## config.mk

```make
export PLATFORM = sky130hd
export DESIGN_NAME = clkdiv_multi
export DESIGN_NICKNAME = d
export VERILOG_FILES = /design/src/rtl/clkdiv_pkg.sv /design/src/rtl/clkdiv_chan.sv /design/src/rtl/clkdiv_multi.sv
export SDC_FILE = /design/constraint.sdc
export NUM_CORES = 1
export LEC_CHECK = 0
export BUFFER_PORTS_ARGS = -buffer_cell sky130_fd_sc_hd__buf_2
export CAP_MARGIN = 10
export CORE_ASPECT_RATIO = 0.5
export CORE_UTILIZATION = 42
export DETAILED_ROUTE_END_ITERATION = 16
export SLEW_MARGIN = 20
export SYNTH_ARGS = -nofsm -noshare
export SYNTH_HDL_FRONTEND = slang
export SYNTH_SLANG_ARGS = --single-unit
```

## constraint.sdc

```tcl
create_clock -name hclkin -period 7.8 [get_ports hclkin]
set_clock_uncertainty 0.05 [all_clocks]
set_input_delay 0.39 -clock hclkin [delete_from_list [all_inputs] [get_ports hclkin]]
set_output_delay 0.39 -clock hclkin [all_outputs]
set_load 0.05 [all_outputs]
```

## src/rtl/clkdiv_pkg.sv

```systemverilog
// Shared constants and divisor helpers for the multi-channel clock divider.
package clkdiv_pkg;

    localparam int CNT_W_DEF = 8;
    localparam int DIV_W_MAX = 16;

    typedef logic [DIV_W_MAX-1:0] div_t;

    // A programmed divisor of zero behaves as divide-by-one.
    function automatic div_t eff_div(input div_t v);
        div_t r;
        if (v == 16'd0) begin
            r = 16'd1;
        end else begin
            r = v;
        end
        return r;
    endfunction

    function automatic div_t hi_thresh(input div_t d);
        return d >> 1;
    endfunction

endpackage

```

## src/rtl/clkdiv_chan.sv

```systemverilog
// One divider channel: period counter, active/pending divisor and registered
// square-wave and clock-enable outputs.
module clkdiv_chan
    import clkdiv_pkg::*;
#(
    parameter int CNT_W       = CNT_W_DEF,
    parameter int DEFAULT_DIV = 2
) (
    input  logic             hclkin,
    input  logic             resetn,
    input  logic             sync,
    input  logic             load,
    input  logic [CNT_W-1:0] div_in,
    output logic             clkout,
    output logic             ce_out,
    output logic             pend
);

    localparam logic [CNT_W-1:0] RST_DIV = CNT_W'(DEFAULT_DIV);
    localparam logic [CNT_W-1:0] RST_CNT = CNT_W'(DEFAULT_DIV - 1);
    localparam logic [CNT_W-1:0] ONE     = CNT_W'(1);
    localparam logic [CNT_W-1:0] ZERO    = {CNT_W{1'b0}};

    logic [CNT_W-1:0] d_r, p_r, cnt_r;
    logic             pend_r, clk_r, ce_r;

    logic [CNT_W-1:0] d_s, p_s, cnt_s, load_div_s, last_s;
    logic             pend_s, wrap_s, clk_s, ce_s;
    div_t             wide_s;

    // Next-state: count, divisor capture/apply, and outputs from the next count.
    always_comb begin
        wide_s     = div_t'(div_in);
        load_div_s = CNT_W'(eff_div(wide_s));
        last_s     = d_r - ONE;
        wrap_s     = (cnt_r == last_s);
        d_s        = d_r;
        p_s        = p_r;
        pend_s     = pend_r;
        cnt_s      = cnt_r;
        if (sync) begin
            cnt_s = ZERO;
            if (load) begin
                d_s    = load_div_s;
                p_s    = load_div_s;
                pend_s = 1'b0;
            end else if (pend_r) begin
                d_s    = p_r;
                pend_s = 1'b0;
            end else begin
                d_s    = d_r;
            end
        end else begin
            cnt_s = wrap_s ? ZERO : (cnt_r + ONE);
            if (wrap_s && pend_r) begin
                d_s    = p_r;
                pend_s = 1'b0;
            end else begin
                d_s    = d_r;
            end
            // A load landing on the wrap edge stays pending for one more period.
            if (load) begin
                p_s    = load_div_s;
                pend_s = 1'b1;
            end else begin
                p_s    = p_r;
            end
        end
        ce_s  = (cnt_s == ZERO);
        clk_s = (cnt_s < CNT_W'(hi_thresh(div_t'(d_s))));
    end

    // Channel state and output registers.
    always_ff @(posedge hclkin or negedge resetn) begin
        if (!resetn) begin
            d_r    <= RST_DIV;
            p_r    <= RST_DIV;
            cnt_r  <= RST_CNT;
            pend_r <= 1'b0;
            clk_r  <= 1'b0;
            ce_r   <= 1'b0;
        end else begin
            d_r    <= d_s;
            p_r    <= p_s;
            cnt_r  <= cnt_s;
            pend_r <= pend_s;
            clk_r  <= clk_s;
            ce_r   <= ce_s;
        end
    end

    assign clkout = clk_r;
    assign ce_out = ce_r;
    assign pend   = pend_r;

endmodule

```

## src/rtl/clkdiv_multi.sv

```systemverilog
// NUM_CH independent programmable clock dividers sharing one source clock,
// reset and phase-realign strobe.
module clkdiv_multi
    import clkdiv_pkg::*;
#(
    parameter int NUM_CH      = 2,
    parameter int CNT_W       = CNT_W_DEF,
    parameter int DEFAULT_DIV = 2
) (
    input  logic                    hclkin,
    input  logic                    resetn,
    input  logic [NUM_CH*CNT_W-1:0] div_val,
    input  logic [NUM_CH-1:0]       div_load,
    input  logic                    sync,
    output logic [NUM_CH-1:0]       clkout,
    output logic [NUM_CH-1:0]       ce_out,
    output logic [NUM_CH-1:0]       pend
);

    for (genvar i = 0; i < NUM_CH; i++) begin : g_chan
        clkdiv_chan #(
            .CNT_W       (CNT_W),
            .DEFAULT_DIV (DEFAULT_DIV)
        ) u_chan (
            .hclkin (hclkin),
            .resetn (resetn),
            .sync   (sync),
            .load   (div_load[i]),
            .div_in (div_val[i*CNT_W +: CNT_W]),
            .clkout (clkout[i]),
            .ce_out (ce_out[i]),
            .pend   (pend[i])
        );
    end

endmodule

```

==> results.sh <==
export IMPL_viasPerCell=5.468
export IMPL_track_usage_pct=18.53
export IMPL_regArea_um2=1359
export IMPL_cts_tree="yes"
export IMPL_firstDrtPassIters=4
export IMPL_use_met2_pct=34.13
export IMPL_antenna_found_initial=0
export IMPL_clk_pin_slew_worst_paths_ns=0.07
export IMPL_clock_root_buffer="clkbuf_16"
export IMPL_design_portCount=27
export IMPL_cp_cell_sequence="inv_1 -> ha_1 -> nor3b_1 -> mux2i_1 -> or3b_2 -> a311o_1 -> or3b_1 -> mux2i_1 -> mux2_2 -> ha_1 -> a21o_1 -> a21o_1 -> a21oi_1 -> o21ai_0 -> a21oi_1 -> a31oi_1 -> a221oi_1"
export IMPL_async_flop_share_pct=100.0
export IMPL_reg2regPathDepth=17
export IMPL_ctsHtreeMaxLevel=2
export IMPL_overflow=0
export IMPL_syn_inst=397
export IMPL_syn_nets=434
export IMPL_cts_buffers=5
export IMPL_hp_class="in2async"
export IMPL_cts_resized=0
export IMPL_max_freq_mhz=213.3
export IMPL_crit_start="g_chan[0].u_chan.d_r[0]"
export IMPL_die_h_um=68.13
export IMPL_netlist_area_um2=3674
export IMPL_yosys_warnings=0
export IMPL_portBuffers=26
export IMPL_criticalPathCategory="reg2reg"
export IMPL_syn_area_per_cell_um2=9.253
export IMPL_r2r_setup_slack_ns=3.11
export IMPL_leakage_nw=1.775
export IMPL_dp_hpwl_mm=5.903
export IMPL_route_detailed_drc=0
export IMPL_grt_pass1_vias=2866
export IMPL_design_area_um2=4003
export IMPL_cp_top_family="simple AND/OR/NAND/NOR gates"
export IMPL_worst_pin_slew_ns=0.8836
export IMPL_wirelength_mm=7.811
export IMPL_post_route_min_period_ns=4.687
export IMPL_end_kind="register"
export IMPL_die_width_um=134.3
export IMPL_fin_nets=439
export IMPL_row_count=23
export IMPL_ys_seq_area_share_pct=36.99
export IMPL_slowest_delay_ns=0.58
export IMPL_antenna_left=0
export IMPL_initial_utilization_pct=44.63
export IMPL_clk_path_buf_depth=2
export IMPL_final_hold_violation_count=0
export IMPL_insertion_delay_ns=0.29
export IMPL_die_area_um2=9147
export IMPL_grt_max_degree=55
export IMPL_slowest_stage="or3b_1"
export IMPL_final_util_pct=48.63
export IMPL_postCtsSetupRepairBufs=0
export IMPL_r2r_start="g_chan[0].u_chan.d_r[0]"
export IMPL_rsz0062_at_grt="false"
export IMPL_synth_edf_count=0
export IMPL_worstPathArrival_ns=4.83
export IMPL_finalSetupViolations=0
export IMPL_core_area_um2=8230
export IMPL_tns_ns=0
export IMPL_drt_initial_drc_count=140
export IMPL_cp_required_ns=7.94
export IMPL_gp_congestion=0.8501
export IMPL_avgRoutedWirePerCell_um=15.17
export IMPL_outcome="complete, no violations"
export IMPL_grt_pass1_wl_mm=13.25
export IMPL_ys_seq_elements=54
export IMPL_start_kind="register"
export IMPL_power_density_nw_per_um2=208.1
export IMPL_cap_violations=0
export IMPL_vias=2816
export IMPL_worstReg2RegEnd="g_chan[0].u_chan.clkout"
export IMPL_grtUsageMet1_pct=22.46
export IMPL_critical_path_buf_inv_count=1
export IMPL_busiest_layer="met2"
export IMPL_ys_types=52
export IMPL_n_antenna_cell=0
export IMPL_holdBufCountCts=0
export IMPL_grt_met3_usage_pct=3.407
export IMPL_ir_drop_v=0.00008989
export IMPL_postPlaceCellArea_um2=3809
export IMPL_dp_slack_ns=3.160
export IMPL_fin_hold_ws_ns=0.1766
export IMPL_ys_flop_type="dfrtp_1"
export IMPL_finalCritPeriodShare_pct=60.09
export IMPL_crit_fanout=9
export IMPL_multiInputGateArea_um2=2086
export IMPL_cts_num_sinks=54
export IMPL_fillers=770
export IMPL_drive_gt1_share_pct=15.63
export IMPL_area_growth_pct=8.958
export IMPL_max_slew_margin_pct=41.10
export IMPL_layout_setup_ws_ns=3.113
export IMPL_slew_viol_final=0
[logic make-up after synthesis]
logic type               synth area share, %
AND/OR/NAND/NOR                        16.62
buffers and inverters                  6.233
multiplexers                           12.98
flip-flops                             36.99
XOR/XNOR                               8.106
adder cells (fa/ha/maj)                5.450
AO/OA/AOI/OAI                          13.62
[synth_stat cells (6+ instances only)]
cell / count / area share, %
dfrtp_1: 48 / 33
mux2i_1: 33 / 9.0
nor2_1: 32 / 3.3
o21ai_0: 28 / 3.8
inv_1: 23 / 2.4
nand2_1: 22 / 2.2
xnor2_1: 20 / 4.8
clkbuf_1: 19 / 1.9
a21oi_1: 18 / 2.5
ha_1: 16 / 5.4
xor2_1: 14 / 3.3
mux2_2: 13 / 4.0
nand3_1: 12 / 1.6
nor3_1: 11 / 1.5
o21a_1: 7 / 1.4
buf_4: 6 / 1.2
dfstp_2: 6 / 4.3
[final cells by class]
cell class,count,area share (%)
Tap cell,112,3.501
Inverter,23,2.157
Multi-Input combinational cell,291,52.11
Clock inverter,3,1.719
Timing Repair Buffer,27,3.439
Clock buffer,5,3.126
Sequential cell,54,33.95
[placed cells by master (no fill, tap or decap), types with 5 or more instances in the layout]
cell type / count
xor2_1: 14
dfstp_2: 6
nor3_1: 11
buf_2: 26
xnor2_1: 20
ha_1: 16
nand2_1: 22
nand4_1: 5
nor2_1: 32
a21oi_1: 18
mux2_2: 13
clkbuf_16: 5
mux2i_1: 33
dfrtp_1: 48
o21ai_0: 28
o21a_1: 7
nand3_1: 12
inv_1: 23
[registers in the layout, summed over array words and instances, names as in the netlist]
signal	cells
g_chan.u_chan.ce_out	2
g_chan.u_chan.clkout	2
g_chan.u_chan.cnt_r	16
g_chan.u_chan.d_r	16
g_chan.u_chan.p_r	16
g_chan.u_chan.pend	2
[layer usage]
metal | share of wire [%] | vias to the layer above
met5 | 0 | -
met1 | 47 | 1378
li1 | - | 1403
met4 | 0.99 | 0
met3 | 2.1 | 10
met2 | 50 | 25
[worst max-delay path by stage]
stage | depth (start not counted) | endpoint
3_5_place_dp | 17 | g_chan[0].u_chan.clkout
6_report | 17 | g_chan[0].u_chan.clkout
4_1_cts | 17 | g_chan[0].u_chan.clkout
5_1_grt | 17 | g_chan[0].u_chan.clkout
2_1_floorplan | 18 | g_chan[0].u_chan.clkout
3_3_place_gp | 17 | g_chan[0].u_chan.clkout
[stage by stage]
stage | instances | power, mW
6_report | 515 | 0.8331
5_1_grt | 515 | 0.8807
4_1_cts | 515 | 0.8421
3_5_place_dp | 507 | 0.5509
3_3_place_gp | 507 | 0.5414
2_1_floorplan | 397 | 0.5028
[where the power goes]
group	total (mW)	switching (mW)	internal (mW)
logic	0.196	0.109	0.0864
clock network	0.288	0.104	0.185
registers	0.349	0.0387	0.310
total	0.833	0.252	0.581
No activity file was read; power rests on OpenSTA's default activity.
